[src/rtl/mod_updown_counter.sv]
// Prescaled up/down modulo counter with terminal-count pulse; PWM compare gated by MOD_UPDOWN_COUNTER_PWM_EN.
// Latency: outputs registered, one edge after the controlling inputs; en=0 freezes all state.
// Backpressure: none; en acts as a stall that holds count, prescaler and pwm_out.
module mod_updown_counter #(
    parameter int W          = 32,
    parameter int PRESCALE_W = 8
) (
    input  logic                  clk,
    input  logic                  rst_n,
    input  logic                  en,
    input  logic                  clr,
    input  logic                  load,
    input  logic [W-1:0]          load_val,
    input  logic                  dir,
    input  logic [W-1:0]          mod_max,
    input  logic [PRESCALE_W-1:0] prescale,
    input  logic [W-1:0]          cmp_val,
    output logic [W-1:0]          count,
    output logic                  tc,
    output logic                  pwm_out
);

    logic [W-1:0]          r_count;
    logic [PRESCALE_W-1:0] r_pre;
    logic                  r_tc;
    logic [W-1:0]          w_nxt_count;
    logic [PRESCALE_W-1:0] w_nxt_pre;
    logic                  w_nxt_tc;
    logic                  w_upd;

    always_comb begin
        w_nxt_count = r_count;
        w_nxt_pre   = r_pre;
        w_nxt_tc    = 1'b0;
        w_upd       = clr | load | en;
        if (clr) begin
            w_nxt_count = '0;
            w_nxt_pre   = '0;
        end else if (load) begin
            w_nxt_count = (load_val > mod_max) ? mod_max : load_val;
            w_nxt_pre   = '0;
        end else if (en) begin
            // >= keeps a lowered prescale from stranding the prescaler above it
            if (r_pre >= prescale) begin
                w_nxt_pre = '0;
                if (dir) begin
                    if (r_count >= mod_max) begin
                        w_nxt_count = '0;
                        w_nxt_tc    = 1'b1;
                    end else begin
                        w_nxt_count = r_count + 1'b1;
                    end
                end else begin
                    if (r_count == '0) begin
                        w_nxt_count = mod_max;
                        w_nxt_tc    = 1'b1;
                    end else if (r_count > mod_max) begin
                        w_nxt_count = mod_max;
                    end else begin
                        w_nxt_count = r_count - 1'b1;
                    end
                end
            end else begin
                w_nxt_pre = r_pre + 1'b1;
            end
        end
    end

    always_ff @(posedge clk or negedge rst_n) begin
        if (!rst_n) begin
            r_count <= '0;
            r_pre   <= '0;
            r_tc    <= 1'b0;
        end else begin
            r_count <= w_nxt_count;
            r_pre   <= w_nxt_pre;
            r_tc    <= w_nxt_tc;
        end
    end

`ifdef MOD_UPDOWN_COUNTER_PWM_EN
    logic r_pwm;

    // compare against the next count so pwm_out lines up with count
    always_ff @(posedge clk or negedge rst_n) begin
        if (!rst_n) begin
            r_pwm <= 1'b0;
        end else if (w_upd) begin
            r_pwm <= (w_nxt_count < cmp_val);
        end
    end

    assign pwm_out = r_pwm;
`else
    logic w_unused_cmp;
    assign w_unused_cmp = ^{cmp_val, w_upd};
    assign pwm_out      = 1'b0;
`endif

    assign count = r_count;
    assign tc    = r_tc;

endmodule

[config.mk]
export PLATFORM = sky130hd
export DESIGN_NAME = mod_updown_counter
export DESIGN_NICKNAME = d
export VERILOG_FILES = /design/src/rtl/mod_updown_counter.sv
export SDC_FILE = /design/constraint.sdc
export NUM_CORES = 1
export LEC_CHECK = 0
export BUFFER_PORTS_ARGS = -buffer_cell sky130_fd_sc_hd__buf_2
export CAP_MARGIN = 0
export CORE_UTILIZATION = 50
export DETAILED_ROUTE_END_ITERATION = 10
export GPL_ROUTABILITY_DRIVEN = 0
export PLACE_DENSITY = 0.75
export SLEW_MARGIN = 15
export SYNTH_ARGS = -nofsm -noshare
export SYNTH_HDL_FRONTEND = slang
export SYNTH_SLANG_ARGS = --single-unit
[constraint.sdc]
create_clock -name clk -period 5.8 [get_ports clk]
set_clock_uncertainty 0.2 [all_clocks]
set_input_delay 1.16 -clock clk [delete_from_list [all_inputs] [get_ports clk]]
set_output_delay 1.16 -clock clk [all_outputs]
set_load 0.02 [all_outputs]
==> out/qor.json, run 1 <==
{
  "ioPinCount": 144,
  "slowest_delay_ns": 0.79,
  "timing.critical_path.max_delay_family": "compound AO/OA/AOI/OAI gates",
  "min-delay-path-class": "register to register",
  "reg2reg_slack_ns": 1.74,
  "synth_top_flop_cell": "sky130_fd_sc_hd__dfrtp_1",
  "wire_per_inst_um": 18.6,
  "min_delay_path_depth": 2,
  "power.density_cell_area_nw_per_um2": 196,
  "fp.dieW_um": 111,
  "grt_antenna_before_repair": 0,
  "antenna-diode-count": 0,
  "p_leak_nw": 3.25,
  "max_slew.worst_pin.slew_ns": 0.994,
  "met3_length_mm": 1.68,
  "top_layer": "met4",
  "worstHoldStart": "r_pre[7]",
  "clock_tree.root_cell": "sky130_fd_sc_hd__clkbuf_16",
  "power.share.clock_pct": 26.1,
  "postSynthAreaPerCell_um2": 7.45,
  "route.detailed.drc": 0,
  "critical_path.slowest_cell": "sky130_fd_sc_hd__nor4_1",
  "stdcell_count": 1011,
  "worst_slew_margin_rel_pct": 33.7,
  "post-cts-setup-buffers": 0,
  "post_cts_resize_count": 0,
  "power_mw": 1.31,
  "dr_total_vias": 6419,
  "crit_path_cell_trace": "buf_2 > inv_1 > ha_1 > nand4_1 > nor4_1 > a221oi_1 > a21oi_1 > o21ai_4 > buf_4 > mux2i_1 > a221o_1 > a31oi_1",
  "number_of_inserted_filler_cells_in_the_final_layout": 1104,
  "pwr-share-comb_pct": 43.7,
  "finalSetupViolations": 0,
  "cap_viol_max_count": 0,
  "die_area_um2": 12300,
  "drt_wl_total_mm": 18.8,
  "synthesis.instances": 793,
  "grt_overflow_total": 0,
  "post_detail_place_hpwl_mm": 14.3,
  "timing_worst_setup_path_type": "input port to register",
  "syn-cell-area_um2": 5910,
  "worst-path-buf-inv": 3,
  "drt-met1-wl_mm": 8.30,
  "holdPathEnd": "r_pre[7]",
  "worst_slack_ns": 1.26,
  "r2r.worst_path.cells": 9,
  "dr.pass1.iters": 7,
  "grt_start_max_net_pins": 42,
  "detail_route.iter0.violations": 546,
  "cp.arrival_ns": 4.55,
  "worstSetupPathDepth": 12,
  "routed-wl-met2_mm": 8.34,
  "initial_utilization_pct": 51.5,
  "final_layout_size_suffix_gt1_share_pct": 17.2,
  "period_needed_ns": 4.54,
  "path_clk_slew_ns": 0.07,
  "fp.dieH_um": 111,
  "grt_pass1_wl_mm": 30.5,
  "sw_frac_of_total_pct": 42.4,
  "synth.distinct_cells": 67,
  "timing.critical_path.required_ns": 5.81,
  "outcome": "finished clean",
  "avgViaCountPerCell": 6.35,
  "tritoncts": "yes",
  "regToRegStartpoint": "count[20]",
  "core_region_area_um2": 11500,
  "ys_seq_elements": 41,
  "finalSetupTns_ns": 0,
  "standard_cell_rows": 39,
  "cts_made_buffers": 5,
  "fmax_mhz": 220,
  "vias_in_the_first_global_route": 5916,
  "buffer_ports.inserted": 110,
  "cts.htree.levels": 2,
  "power_frac_seq_pct": 30.2,
  "flow.area_growth_from_synthesis_pct": 13.3,
  "cp-end-kind": "register",
  "fin_nets": 1053,
  "async_reset_ff_share_pct": 100,
  "drtAntennaViolNets": 0,
  "grt_setup_unrepaired": "no",
  "period_share_pct": 78.2,
  "timing.final.max_slew_violations": 0,
  "r2r_endpoint": "count[29]",
  "count_of_flip_flops_with_a_built_in_enable_after_synthesis": 0,
  "ctsHoldBuffers": 0,
  "seq_area_um2": 1030,
  "finalHoldViolCount": 0,
  "clkSinkCount": 41,
  "internal_power_uw": 756,
  "worstSkewPairLatency_ns": 0.29,
  "gr_util_all_layers_pct": 30.8,
  "placement.setup.worst_slack_ns": 1.11,
  "ctsLongestPathBuffers": 2,
  "area_of_the_multi_input_gates_um2": 4480,
  "ys_seq_area_share_pct": 17.4,
  "placement.cell_area_um2": 6520,
  "critical_path_peak_fanout": 26,
  "dp_cells": 1003,
  "switching_power_summed_over_all_nets_uw": 557,
  "synthesis.nets": 979,
  "critical_path.startpoint_type": "input port",
  "ys_warn_count": 0,
  "worst_ir_drop_vdd_mv": 0.155,
  "layout.cell_area.non_filler_um2": 6700
}
==> worst min-delay path, stage by stage, from the launching register on <==
cell,delay (ns)
sky130_fd_sc_hd__dfrtp_1,0.37
sky130_fd_sc_hd__xor2_1,0.07
sky130_fd_sc_hd__nor2_1,0.07
==> synthesized netlist by cell type (all sizes together) (4+ instances only) <==
cell type	number	share of area, %
and4	4	0.59
a2111oi	7	1.1
o21ai	31	2.6
xnor2	21	3.1
nor3	20	1.8
nor2	87	5.6
nand3	22	1.9
ha	76	16
clkbuf	44	2.8
or4	9	1.2
a21o	7	0.89
nand4	22	2.3
a221oi	15	2.2
nand2	61	3.9
nor4	13	1.8
o31a	6	0.89
a211oi	10	1.3
a21oi	76	6.4
a32oi	5	0.74
o21a	5	0.64
or2	6	0.64
nand2b	6	0.64
and3	8	0.85
mux2i	22	3.7
a211o	8	1.2
a22o	4	0.59
a221o	9	1.5
or3	10	1.1
xor2	16	2.4
a31oi	11	1.2
dfrtp	41	17
buf	11	0.91
o31ai	7	0.89
inv	52	3.3
==> layout by cell type (no fill, tap or decap), types with 22 or more instances in the layout <==
master / netlist / final
sky130_fd_sc_hd__mux2i_1: 22 / 22
sky130_fd_sc_hd__nor2_1: 86 / 86
sky130_fd_sc_hd__buf_2: 7 / 110
sky130_fd_sc_hd__dfrtp_1: 41 / 41
sky130_fd_sc_hd__ha_1: 76 / 76
sky130_fd_sc_hd__nand4_1: 22 / 22
sky130_fd_sc_hd__nand3_1: 22 / 22
sky130_fd_sc_hd__a21oi_1: 76 / 76
sky130_fd_sc_hd__nand2_1: 61 / 61
sky130_fd_sc_hd__inv_1: 52 / 52
sky130_fd_sc_hd__o21ai_0: 29 / 27
==> sequential cells by signal, summed over array words and instances (netlist names) <==
register  flops
count        32
r_pre         8
tc            1
==> kinds of logic (layout without fill, tap and decap cells) <==
kind of cell,after synthesis,in the layout,synth area share (%)
simple gates,279,279,23.7
compound gates,229,229,26.4
buf+inv,107,182,7.01
fa+ha+maj,76,76,16.1
flops,41,41,17.4
xor+xnor,37,37,5.49
mux,23,23,3.92
other cells,1,1,0.0635
==> worst max path at each step <==
| stage | startpoint | end | slack (ns) |
|---|---|---|---|
| after global placement | mod_max[28] | count[24] | 1.12 |
| final | mod_max[28] | count[24] | 1.26 |
| after floorplan | mod_max[30] | count[17] | 1.67 |
| after detailed placement | mod_max[28] | count[24] | 1.11 |
| after CTS | mod_max[28] | count[24] | 1.40 |
| after global routing | mod_max[28] | count[24] | 1.07 |
==> power groups by stage <==
stage               combinational, mW  clock (mW)  sequential (mW)
detailed placement              0.562           0            0.399
CTS                             0.565       0.345            0.394
global placement                0.552           0            0.397
finish                          0.573       0.343            0.397
floorplan                       0.389           0            0.387
global route                    0.630       0.355            0.404
==> area by class of cell <==
type | instances | share of cell area, %
timing repair buffer | 122 | 9.57
clock buffer | 7 | 2.13
inverter | 52 | 2.92
tap | 143 | 2.67
multi-input combinational | 645 | 66.9
clock inverter | 1 | 0.449
sequential | 41 | 15.3
==> stage by stage <==
stage	util, %	hold slack (ns)
floorplan	-	0.309
global placement	56.9	0.327
detailed placement	56.9	0.344
CTS	58.4	0.358
global route	58.4	0.399
finish	58.4	0.357
==> routing by layer <==
layer | track usage, % | up-vias
met5 | 0 | -
met1 | 42.8 | 2971
met3 | 4.65 | 43
li1 | - | 3091
met4 | 11.9 | 0
met2 | 47.9 | 314
(Power assumes the default switching activity.)
==> inputs of run 2 (changes only) <==
==> constraint.sdc (replaced) <==
create_clock -name clk -period 4.6 [get_ports clk]
set_clock_uncertainty 0.2 [all_clocks]
set_input_delay 0.92 -clock clk [delete_from_list [all_inputs] [get_ports clk]]
set_output_delay 0.92 -clock clk [all_outputs]
set_load 0.02 [all_outputs]
==> run 2 against run 1 <==
Critical path depth stayed put. Utilization is 1.0 points higher. Register-to-register slack worse by 1.1 ns. Largest cell class unchanged. Highest routed layer unchanged.
==> out/qor.json, run 2 (synthesis gave the netlist of run 1 again) <==
{
  "ioPinCount": {"value": 144, "change": "unchanged"},
  "cp-end-kind": "register",
  "dr.pass1.iters": {"value": 6, "change": "-1"},
  "flow.area_growth_from_synthesis_pct": 15.3,
  "antenna-diode-count": {"value": 0, "change": "unchanged"},
  "clkSinkCount": {"value": 41, "change": "unchanged"},
  "tritoncts": "yes",
  "fp.dieH": {"value": 111, "unit": "µm", "change": "unchanged"},
  "largest_register_ff_count": {"value": 32, "change": "unchanged"},
  "cap_viol_max_count": {"value": 0, "change": "unchanged"},
  "worstSkewPairLatency": {"value": 0.29, "unit": "ns", "change": "about the same"},
  "routed-wl-met2": {"value": 8.17, "unit": "mm", "change": "-2.0%"},
  "timing.critical_path.required": {"value": 4.58, "unit": "ns", "change": "-1.23 ns"},
  "route.detailed.drc": {"value": 0, "change": "unchanged"},
  "min-delay-path-class": "register to register",
  "clock_tree.root_cell": "sky130_fd_sc_hd__clkbuf_16",
  "gr_util_all_layers": {"value": 30.5, "unit": "%", "change": "-0.30 points"},
  "final_common_cell": "sky130_fd_sc_hd__buf_2",
  "die_area": {"value": 12300, "unit": "µm²", "change": "unchanged"},
  "fp.dieW": {"value": 111, "unit": "µm", "change": "unchanged"},
  "outcome": "finished clean",
  "final_layout_size_suffix_gt1_share": {"value": 18.5, "unit": "%", "change": "+1.3 points"},
  "worst_slew_margin_rel": {"value": 31.7, "unit": "%", "change": "-2.1 points"},
  "core_region_area": {"value": 11500, "unit": "µm²", "change": "unchanged"},
  "met3_length": {"value": 1.75, "unit": "mm", "change": "+4.4%"},
  "finish.utilization": {"value": 59.4, "unit": "%", "change": "+1.0 points"},
  "most_frequent_cells_in_the_layout": "sky130_fd_sc_hd__buf_2, sky130_fd_sc_hd__nor2_1, sky130_fd_sc_hd__a21oi_1, sky130_fd_sc_hd__ha_1, sky130_fd_sc_hd__nand2_1",
  "buffer_ports.inserted": {"value": 110, "change": "unchanged"},
  "period_needed_ns": 4.16,
  "post_detail_place_hpwl": {"value": 14.3, "unit": "mm", "change": "+0.29%"},
  "timing_worst_setup_path_type": "input port to register",
  "ctsLongestPathBuffers": {"value": 2, "change": "unchanged"},
  "avgViaCountPerCell": {"value": 6.35, "change": "about the same"},
  "finalHoldViolCount": {"value": 0, "change": "unchanged"},
  "grt_setup_unrepaired": "no",
  "finalSetupViolations": {"value": 0, "change": "unchanged"},
  "number_of_inserted_filler_cells_in_the_final_layout": {"value": 1085, "change": "-1.7%"},
  "post_cts_resize_count": {"value": 0, "change": "unchanged"},
  "dr_total_vias": {"value": 6505, "change": "+1.3%"},
  "top_layer": "met4",
  "path_clk_slew": {"value": 0.06, "unit": "ns", "change": "about the same"},
  "grt_start_max_net_pins": {"value": 48, "change": "+14%"},
  "standard_cell_rows": {"value": 39, "change": "unchanged"},
  "drtAntennaViolNets": {"value": 0, "change": "unchanged"},
  "drt_wl_total": {"value": 18.8, "unit": "mm", "change": "-0.30%"},
  "worst_ir_drop_vdd": {"value": 0.188, "unit": "mV", "change": "+21%"},
  "critical_path.startpoint_type": "input port",
  "power.density_cell_area": {"value": 245, "unit": "nW/µm²", "change": "+25%"},
  "initial_utilization": {"value": 51.5, "unit": "%", "change": "unchanged"},
  "p_leak": {"value": 3.33, "unit": "nW", "change": "+2.4%"},
  "wire_per_inst": {"value": 18.3, "unit": "µm", "change": "-1.7%"},
  "cp.arrival": {"value": 4.13, "unit": "ns", "change": "-0.42 ns"},
  "fmax_mhz": 241,
  "drt-met1-wl": {"value": 8.21, "unit": "mm", "change": "-1.1%"},
  "critical_path_peak_fanout": {"value": 9, "change": "-65%"},
  "fin_nets": {"value": 1067, "change": "+1.3%"},
  "finalSetupTns": {"value": 0, "unit": "ns", "change": "unchanged"},
  "ctsHoldBuffers": {"value": 0, "change": "unchanged"},
  "grt_pass1_wl": {"value": 30.3, "unit": "mm", "change": "-0.45%"},
  "grt_overflow_total": {"value": 0, "change": "unchanged"},
  "grt_antenna_before_repair": {"value": 0, "change": "unchanged"},
  "cts_made_buffers": {"value": 5, "change": "unchanged"},
  "period_share_pct": 90.3,
  "post-cts-setup-buffers": {"value": 0, "change": "unchanged"},
  "vias_in_the_first_global_route": {"value": 5940, "change": "+0.41%"},
  "timing.final.max_slew_violations": {"value": 0, "change": "unchanged"},
  "detail_route.iter0.violations": {"value": 627, "change": "+15%"},
  "cts.htree.levels": {"value": 2, "change": "unchanged"},
  "max_slew.worst_pin.slew": {"value": 1.03, "unit": "ns", "change": "+0.0308 ns"}
}
==> run 2: path summary, 6_finish.rpt <==
path,startpoint,endpoint,slack [ns],depth (start not counted)
max,mod_max[31],count[14],0.44,12
min,r_pre[7],r_pre[7],0.36,2
max reg2reg,count[14],count[14],0.68,10
min reg2reg,r_pre[7],r_pre[7],0.36,2
max in group asynchronous,rst_n,count[0],2.95,1
min in group asynchronous,rst_n,count[26],0.60,1
==> run 2: area by class of cell <==
class	count	area (µm²)	area share [%]
Multi-Input combinational cell	645	4480	65.8
Sequential cell	41	1030	15.1
Timing Repair Buffer	136	758	11.1
Inverter	52	195	2.87
Tap cell	143	179	2.63
Clock buffer	7	143	2.09
Clock inverter	1	30.0	0.441
==> run 2: critical path: stages <==
cell and delay (ns):
sky130_fd_sc_hd__buf_2 0.12, sky130_fd_sc_hd__inv_1 0.06, sky130_fd_sc_hd__ha_1 0.31, sky130_fd_sc_hd__nand4_1 0.20, sky130_fd_sc_hd__or4_1 0.63, sky130_fd_sc_hd__or2_2 0.34, sky130_fd_sc_hd__a21boi_0 0.20, sky130_fd_sc_hd__nor3_2 0.47
sky130_fd_sc_hd__buf_4 0.26, sky130_fd_sc_hd__mux2i_1 0.22, sky130_fd_sc_hd__o21ai_0 0.10, sky130_fd_sc_hd__o311a_1 0.28
==> run 2: stage by stage <==
step	total power, mW	setup WS, ns	cells	cell area, µm²	hold WS, ns
after global routing	1.77	0.285	1025	6810	0.376
after detailed placement	1.23	0.195	1017	6640	0.341
after floorplan	0.979	0.710	793	5910	0.309
after global placement	1.22	0.233	1017	6640	0.328
final	1.67	0.444	1025	6810	0.357
after CTS	1.66	0.497	1025	6810	0.355
==> run 2: layer usage <==
| layer | global-route usage (%) | vias up |
|---|---|---|
| li1 | - | 3119 |
| met1 | 42.8 | 2951 |
| met2 | 46.6 | 371 |
| met3 | 4.26 | 64 |
| met4 | 12.9 | 0 |
| met5 | 0 | - |
==> run 2: power by group <==
group	switching, mW	total, mW	internal (mW)
Clock	0.157	0.429	0.272
Sequential	0.0826	0.477	0.395
Combinational	0.461	0.765	0.304
Total	0.700	1.67	0.971
